--- src/rtl/guess_pkg.sv ---
// Shared types and constants for the four-digit guess entry block.
package guess_pkg;

  localparam int unsigned NUM_DIGITS = 4;
  localparam logic [3:0]  DIGIT_MAX  = 4'd9;

  typedef enum logic [1:0] {
    IDLE,
    EDIT,
    OFFER
  } state_e;

  // BCD increment with wrap from DIGIT_MAX back to zero.
  function automatic logic [3:0] digit_inc(input logic [3:0] d);
    return (d >= DIGIT_MAX) ? 4'd0 : d + 4'd1;
  endfunction

endpackage

--- src/rtl/debounce.sv ---
// Two-flop synchronizer, stability counter and single-cycle rising-edge press pulse.
module debounce #(
  parameter int unsigned DEBOUNCE_CYCLES = 1000000
) (
  input  logic clk,
  input  logic rst_n,
  input  logic raw_i,
  output logic press_o
);

  localparam int unsigned CntW = (DEBOUNCE_CYCLES > 1) ? $clog2(DEBOUNCE_CYCLES + 1) : 1;
  localparam logic [CntW-1:0] CntMax = CntW'(DEBOUNCE_CYCLES - 1);

  logic            sync1_q, sync2_q;
  logic            level_q, level_d;
  logic            press_q, press_d;
  logic [CntW-1:0] cnt_q, cnt_d;

  // Any cycle where the synchronized level matches the accepted level restarts the count.
  always_comb begin
    cnt_d   = '0;
    level_d = level_q;
    press_d = 1'b0;
    if (sync2_q != level_q) begin
      if (cnt_q == CntMax) begin
        level_d = sync2_q;
        press_d = sync2_q;
      end else begin
        cnt_d = cnt_q + CntW'(1);
      end
    end
  end

  always_ff @(posedge clk or negedge rst_n) begin
    if (!rst_n) begin
      sync1_q <= 1'b0;
      sync2_q <= 1'b0;
      level_q <= 1'b0;
      press_q <= 1'b0;
      cnt_q   <= '0;
    end else begin
      sync1_q <= raw_i;
      sync2_q <= sync1_q;
      level_q <= level_d;
      press_q <= press_d;
      cnt_q   <= cnt_d;
    end
  end

  assign press_o = press_q;

endmodule

--- src/rtl/guess_entry.sv ---
// Four-digit BCD guess entry: debounced buttons edit digits, submit offers a duplicate-free guess.
module guess_entry
  import guess_pkg::*;
#(
  parameter int unsigned DEBOUNCE_CYCLES = 1000000
) (
  input  logic        clk,
  input  logic        rst_n,
  input  logic        enable,
  input  logic [3:0]  btn_raw,
  input  logic        submit_raw,
  input  logic        guess_ready,
  output logic        guess_valid,
  output logic [15:0] guess,
  output logic [3:0]  dup_mask,
  output logic        dup_err
);

  logic [NUM_DIGITS-1:0]      btn_press;
  logic                       submit_press;
  state_e                     state_q;
  logic [NUM_DIGITS-1:0][3:0] digits_q;
  logic                       guess_valid_q;
  logic                       dup_err_q;

  for (genvar i = 0; i < NUM_DIGITS; i++) begin : g_btn
    debounce #(
      .DEBOUNCE_CYCLES(DEBOUNCE_CYCLES)
    ) u_db (
      .clk    (clk),
      .rst_n  (rst_n),
      .raw_i  (btn_raw[i]),
      .press_o(btn_press[i])
    );
  end

  debounce #(
    .DEBOUNCE_CYCLES(DEBOUNCE_CYCLES)
  ) u_db_submit (
    .clk    (clk),
    .rst_n  (rst_n),
    .raw_i  (submit_raw),
    .press_o(submit_press)
  );

  always_comb begin
    dup_mask = '0;
    for (int i = 0; i < NUM_DIGITS; i++) begin
      for (int j = 0; j < NUM_DIGITS; j++) begin
        if (i != j && digits_q[i] == digits_q[j]) dup_mask[i] = 1'b1;
      end
    end
  end

  always_ff @(posedge clk or negedge rst_n) begin
    if (!rst_n) begin
      state_q       <= IDLE;
      digits_q      <= '0;
      guess_valid_q <= 1'b0;
      dup_err_q     <= 1'b0;
    end else begin
      dup_err_q <= 1'b0;
      if (!enable) begin
        // Leaving the game abandons any offer without a handshake.
        state_q       <= IDLE;
        digits_q      <= '0;
        guess_valid_q <= 1'b0;
      end else begin
        unique case (state_q)
          IDLE: begin
            digits_q      <= '0;
            guess_valid_q <= 1'b0;
            state_q       <= EDIT;
          end
          EDIT: begin
            // Digit presses take priority; a coincident submit is dropped.
            if (|btn_press) begin
              for (int i = 0; i < NUM_DIGITS; i++) begin
                if (btn_press[i]) digits_q[i] <= digit_inc(digits_q[i]);
              end
            end else if (submit_press) begin
              if (dup_mask == '0) begin
                state_q       <= OFFER;
                guess_valid_q <= 1'b1;
              end else begin
                dup_err_q <= 1'b1;
              end
            end
          end
          OFFER: begin
            if (guess_ready) begin
              state_q       <= EDIT;
              guess_valid_q <= 1'b0;
            end
          end
          default: begin
            state_q       <= IDLE;
            guess_valid_q <= 1'b0;
          end
        endcase
      end
    end
  end

  assign guess       = digits_q;
  assign guess_valid = guess_valid_q;
  assign dup_err     = dup_err_q;

endmodule

--- config.mk ---
export PLATFORM = sky130hd
export DESIGN_NAME = guess_entry
export DESIGN_NICKNAME = d
export VERILOG_FILES = /design/src/rtl/guess_pkg.sv /design/src/rtl/debounce.sv /design/src/rtl/guess_entry.sv
export SDC_FILE = /design/constraint.sdc
export NUM_CORES = 1
export LEC_CHECK = 0
export ABC_AREA = 0
export ABC_CLOCK_PERIOD_IN_PS = 3300
export CORE_ASPECT_RATIO = 0.8
export CORE_UTILIZATION = 40
export DETAILED_ROUTE_END_ITERATION = 12
export SYNTH_ARGS = -nofsm -noshare
export SYNTH_HDL_FRONTEND = slang
export SYNTH_SLANG_ARGS = --single-unit
--- constraint.sdc ---
create_clock -name clk -period 3.3 [get_ports clk]
set_input_delay 0.495 -clock clk [delete_from_list [all_inputs] [get_ports clk]]
set_output_delay 0.495 -clock clk [all_outputs]
set_load 0.05 [all_outputs]
# ---- Word level (Yosys, flattened, before mapping)
# Cells that the tools add are included.
dict set report word_totals {
  reg_bits 140
  output_inout_bits 22
  elab_cells 152
}
dict set report op_classes {
  add_sub_neg 9
  order_cmp 4
  eq_ne 34
  muxes 60
  reduce_logical 13
}
# op count
set ops {}
lappend ops {{$mux 20} 10}
lappend ops {{$add 20x1->20 const B} 5}
lappend ops {{$eq 20x20->1 const B} 5}
lappend ops {{$eq 4x4->1} 12}
lappend ops {{$mux 1} 32}
lappend ops {{$mux 16} 2}
lappend ops {{$mux 4} 8}
lappend ops {{$pmux 16 s2} 1}
lappend ops {{$add 4x1->4 const B} 4}
lappend ops {{$ge 4x4->1 const B} 4}
lappend ops {{$ne 3x2->1 const B} 5}
lappend ops {{$ne 3x3->1 const B} 4}
lappend ops {{$reduce_and 3->1} 4}
lappend ops {{$mux 2} 5}
lappend ops {{$reduce_and 2->1} 5}
lappend ops {{$pmux 2 s3} 1}
lappend ops {{$ne 1x1->1} 5}
lappend ops {{$logic_not 4->1} 1}
lappend ops {{$reduce_and 4->1} 1}
lappend ops {{$reduce_or 4->1} 1}
lappend ops {{$ne 3x1->1 const B} 1}
lappend ops {{$eq 2x1->1 const B} 1}
lappend ops {{$eq 2x2->1 const B} 1}
lappend ops {{$logic_not 2->1} 1}
lappend ops {{$pmux 1 s2} 1}

# ---- Depth between registers and ports, before layout
dict set report depth {
  ltp_word 10
  depth_mapped 7
}

# ---- Hierarchy
# A second synthesis with hierarchy kept.
dict set report hier_totals {
  hier_cells 698
  area_unflattened_um2 7544.7
}
# module n_inst cells_each area_each_um2
set modules_own_cells {}
lappend modules_own_cells {debounce 5 107 1184.9}
lappend modules_own_cells {guess_entry 1 163 1620.3}

# ---- Worst setup path before layout
# Ideal clock, no wire load.
dict set report synth_path {
  path_type {flip-flop to output port}
  startpoint {reg digits_q, in the netlist guess[11]}
  endpoint {out dup_mask[0]}
  t_arrival_ps 1751
  required_time_ps 2805
  setup_slack_ps 1054
  path_stages_with_launch 5
  n_path_buf 1
  path_cell_list {dfrtp_1 > clkbuf_1 > xor2_1 > nor4_1 > or3_1}
}
dict set report synth_between {
  elab_chain_len 3
}
# element line
set synth_lines {}
lappend synth_lines {{start, declared} guess_entry.sv:22} ;# logic [NUM_DIGITS-1:0][3:0] digits_q;
lappend synth_lines {{start signal, assigned by index} guess_entry.sv:79} ;# if (btn_press[i]) digits_q[i] <= digit_inc(digits_q[i]);
lappend synth_lines {{$eq 4x4->1} guess_entry.sv:50} ;# if (i != j && digits_q[i] == digits_q[j]) dup_mask[i] = 1'b1;
lappend synth_lines {{$mux 1 (2 in a row)} guess_entry.sv:50}
lappend synth_lines {{end, declared} guess_entry.sv:15} ;# output logic [3:0] dup_mask,
# Every way passes these cells.

# ---- Final worst setup path
dict set report layout_path {
  startpoint {reg digits_q, in the netlist guess[8]}
  endpoint {out dup_mask[2]}
}
dict set report layout_between {
  elab_chain_len 4
  word_cells_on_any_way 6
  classes_between {3 x eq/ne; 3 x mux}
}
# element line
set layout_lines {}
lappend layout_lines {{$eq 4x4->1} guess_entry.sv:50}
lappend layout_lines {{$mux 1 (2 in a row)} guess_entry.sv:50}
lappend layout_lines {{$mux 1 *} guess_entry.sv:50}
# Every way passes the cells marked *; elsewhere a longest branch is shown, timed or not.

==> out/qor.csv <==
stage;metric;value;unit
run_status;outcome;finished clean;
power;p_sw;906;µW
sta;relSlewSlack;48.4;%
clocking;numClockSinks;139;
sta;period_needed;3100;ps
cells_and_area;layout_commonest_cell;dfrtp_1;
cells_and_area;final_nets;762;
sta;drv_slew;0;
clocking;cts_resized;0;
clocking;post_cts_buffers;0;
power;power_density;495;nW/µm²
yosys;synth_area_per_cell;10.0;µm²
global_route;grt_pass1_wl;23.7;mm
clocking;cts.path.max_buffers;2;
power;peakVddDrop;0.000331;V
cells_and_area;layout_common_cells;dfrtp_1 (139), nor2_1 (85), xor2_1 (58);
routing;vias;5189;
power;p_int;3160;µW
cells_and_area;diodes;0;
global_route;grt_pass1_vias;4952;
yosys;synthFlopType;dfrtp_1;
sta;final.period_utilization;93.9;%
floorplan;io_pins;31;
floorplan;initial_utilization;40.8;%
yosys;synth_seq_cells;139;
floorplan;coreArea;17300;µm²
critical_path;critPathKind;register to primary output;
sta;max_clock_freq;0.323;GHz
cells_and_area;drive_above_1_share;7.61;%
sta;final.setup.tns;0;ps
clocking;path_clk_slew;60;ps
global_route;overflow;0;
yosys;syn-cell-area;7050;µm²
global_route;busiest_layer;met2;
routing;ant_nets;0;
power;power;4070;µW
clocking;cts_max_level;4;
sta;fin_skew;8.56;ps
clocking;cts_buffers;17;
critical_path;cp_max_fo;8;
global_route;antenna_found_initial;0;
clocking;holdBufCountCts;0;
global_route;grt_max_degree;63;
critical_path;crit_required;2800;ps
clocking;cts-root-buf;clkbuf_16;
floorplan;row_count;43;
yosys;seq_area_frac_synth;49.3;%
global_route;grtUsageMet2;25.5;%
placed_design;gp_congestion;0.820;
critical_path;arrival;2600;ps
critical_path;startpoint_type;register;
global_route;grtUsageMet3;3.96;%
sta;setup_viol;0;
yosys;postSynthNetCount;728;
placed_design;hpwl;9.47;mm
placed_design;io_buffers;30;
run;cap_violations;0;
global_route;grt.met1_usage;22.7;%
hold_path;hp-class;input port to asynchronous set/reset pin;
sta;rsz0062_at_grt;no;
clocking;clock_latency;420;ps
yosys;synth_cell_types;50;
routing;drt_wl_total;13.7;mm
power;clock_power_share;50.4;%
sta;finalHoldViolations;0;
sta;tightest_slew;774;ps
yosys;synth_cells;702;
floorplan;fp.dieW;150;µm
routing;routedWlPerCell;14.1;µm
power;seq_power_share;43.5;%
floorplan;die_y;121;µm
cells_and_area;syn2layout_area_growth;16.7;%
routing;drcViolationCount;0;
routing;post_drt_via_cell_ratio;5.33;
global_route;grt.total_usage;16.5;%
routing;drt_iter0_markers;286;
placed_design;placed_area;7580;µm²
routing;first_pass_iters;5;
yosys;ys_warn_count;0;
floorplan;die_area;18200;µm²
critical_path;cp-end-kind;primary output;
yosys;async_flop_share;100;%
power;p_leak;0.00346;µW
power;sw_frac_of_total;22.3;%
cells_and_area;design_area;8230;µm²
yosys;synth_edf_count;0;
power;combinationalPowerShare;6.1;%
clocking;cts_tree;done;
final timing paths:
check | from | endpoint | slack (ps) | cells after the start
worst max-delay path | guess[8] | dup_mask[2] | 200 | 4
worst min-delay path | rst_n | g_btn[0].u_db.cnt_q[19] | 40 | 1
worst max register to register | g_btn[1].u_db.cnt_q[17] | g_btn[1].u_db.cnt_q[6] | 1010 | 5
worst min register to register | g_btn[0].u_db.sync1_q | g_btn[0].u_db.sync2_q | 350 | 0
max in group asynchronous | rst_n | g_btn[1].u_db.cnt_q[0] | 2470 | 2
min in group clk | g_btn[0].u_db.sync1_q | g_btn[0].u_db.sync2_q | 350 | 0
power by group through the flow:
stage	sequential (µW)	combinational [µW]	clock (µW)
after floorplan	1820	133	0
after global placement	1800	244	0
after detailed placement	1800	250	0
after CTS	1770	251	2100
after global routing	1780	279	2180
final	1770	246	2050
synthesized netlist by cell type (2+ instances only):
| cell type | count | area, µm² |
|---|---|---|
| nand4_1 | 25 | 156 |
| or4b_1 | 2 | 20.0 |
| o31a_1 | 2 | 17.5 |
| buf_2 | 3 | 15.0 |
| xnor2_1 | 37 | 324 |
| nor4_1 | 26 | 163 |
| ha_1 | 17 | 213 |
| dfrtp_1 | 139 | 3480 |
| or4_1 | 13 | 97.6 |
| o22ai_1 | 2 | 12.5 |
| and3b_1 | 3 | 26.3 |
| nand2_1 | 37 | 139 |
| and2_1 | 4 | 25.0 |
| nor2b_1 | 5 | 31.3 |
| nand2b_1 | 4 | 25.0 |
| or3_1 | 16 | 100 |
| a21oi_1 | 28 | 140 |
| nand3_1 | 37 | 185 |
| a31o_2 | 3 | 26.3 |
| a21o_1 | 2 | 15.0 |
| o21ai_4 | 2 | 32.5 |
| and4_1 | 11 | 96.3 |
| o21ai_1 | 4 | 20.0 |
| or4_4 | 2 | 22.5 |
| mux2_2 | 4 | 45.0 |
| nand3b_1 | 5 | 37.5 |
| o31ai_1 | 10 | 75.1 |
| clkbuf_1 | 15 | 56.3 |
| buf_6 | 2 | 22.5 |
| nand4b_1 | 2 | 17.5 |
| or3b_2 | 4 | 35.0 |
| and3_1 | 8 | 50.1 |
| xor2_1 | 58 | 508 |
| inv_1 | 27 | 101 |
| a41oi_1 | 4 | 35.0 |
| nor2_1 | 85 | 319 |
| o21ai_0 | 21 | 105 |
| o2bb2ai_1 | 2 | 17.5 |
| nor3_1 | 14 | 70.1 |
| mux2i_1 | 4 | 40.0 |
| nor4b_1 | 4 | 35.0 |
worst max-delay path, cell delays in order (launching register included):
cell             delay, ps
dfrtp_1                500
xor2_1                 210
nor4_1                 480
or3_1                  190
clkdlybuf4s50_1        790
metrics by stage:
stage | util, % | instances | hold slack, ps | setup slack, ps
finish | 47.6 | 974 | 35.7 | 202
floorplan | - | 702 | 199 | 1050
global placement | 43.9 | 942 | 335 | 725
global route | 47.6 | 974 | 84.6 | 78.4
detailed placement | 43.9 | 942 | 337 | 656
CTS | 47.6 | 974 | 53.0 | 199
area by class of cell:
| type | count | area (µm²) |
|---|---|---|
| clock inverter | 10 | 163 |
| inverter | 27 | 101 |
| timing repair buffer | 35 | 339 |
| fill | 1545 | 9040 |
| tap | 225 | 282 |
| sequential | 139 | 3480 |
| multi-input combinational | 516 | 3380 |
| clock buffer | 22 | 484 |
per-layer routing:
| metal | part of all wire [%] | vias up |
|---|---|---|
| met5 | 0 | - |
| met4 | 1.0 | 0 |
| met3 | 3.2 | 13 |
| met2 | 46 | 79 |
| met1 | 50 | 2528 |
| li1 | - | 2569 |
cells by family (layout without fill, tap and decap cells):
kind of cell	after synthesis	after routing	share of synthesized area (%)
flops	139	139	49.3
buf+inv	47	94	2.77
simple gates	311	311	24.0
compound gates	84	84	7.72
xor+xnor	95	95	11.8
fa+ha+maj	17	17	3.02
mux	9	9	1.37
sequential cells by signal, indices dropped and copies added, names as in the netlist, 2 cells and up:
register	cells
g_btn.u_db.cnt_q	80
u_db_submit.cnt_q	20
guess	16
g_btn.u_db.level_q	4
g_btn.u_db.press_o	4
g_btn.u_db.sync1_q	4
g_btn.u_db.sync2_q	4
state_q	2
Note: power is estimated with default switching activity, not from simulation.
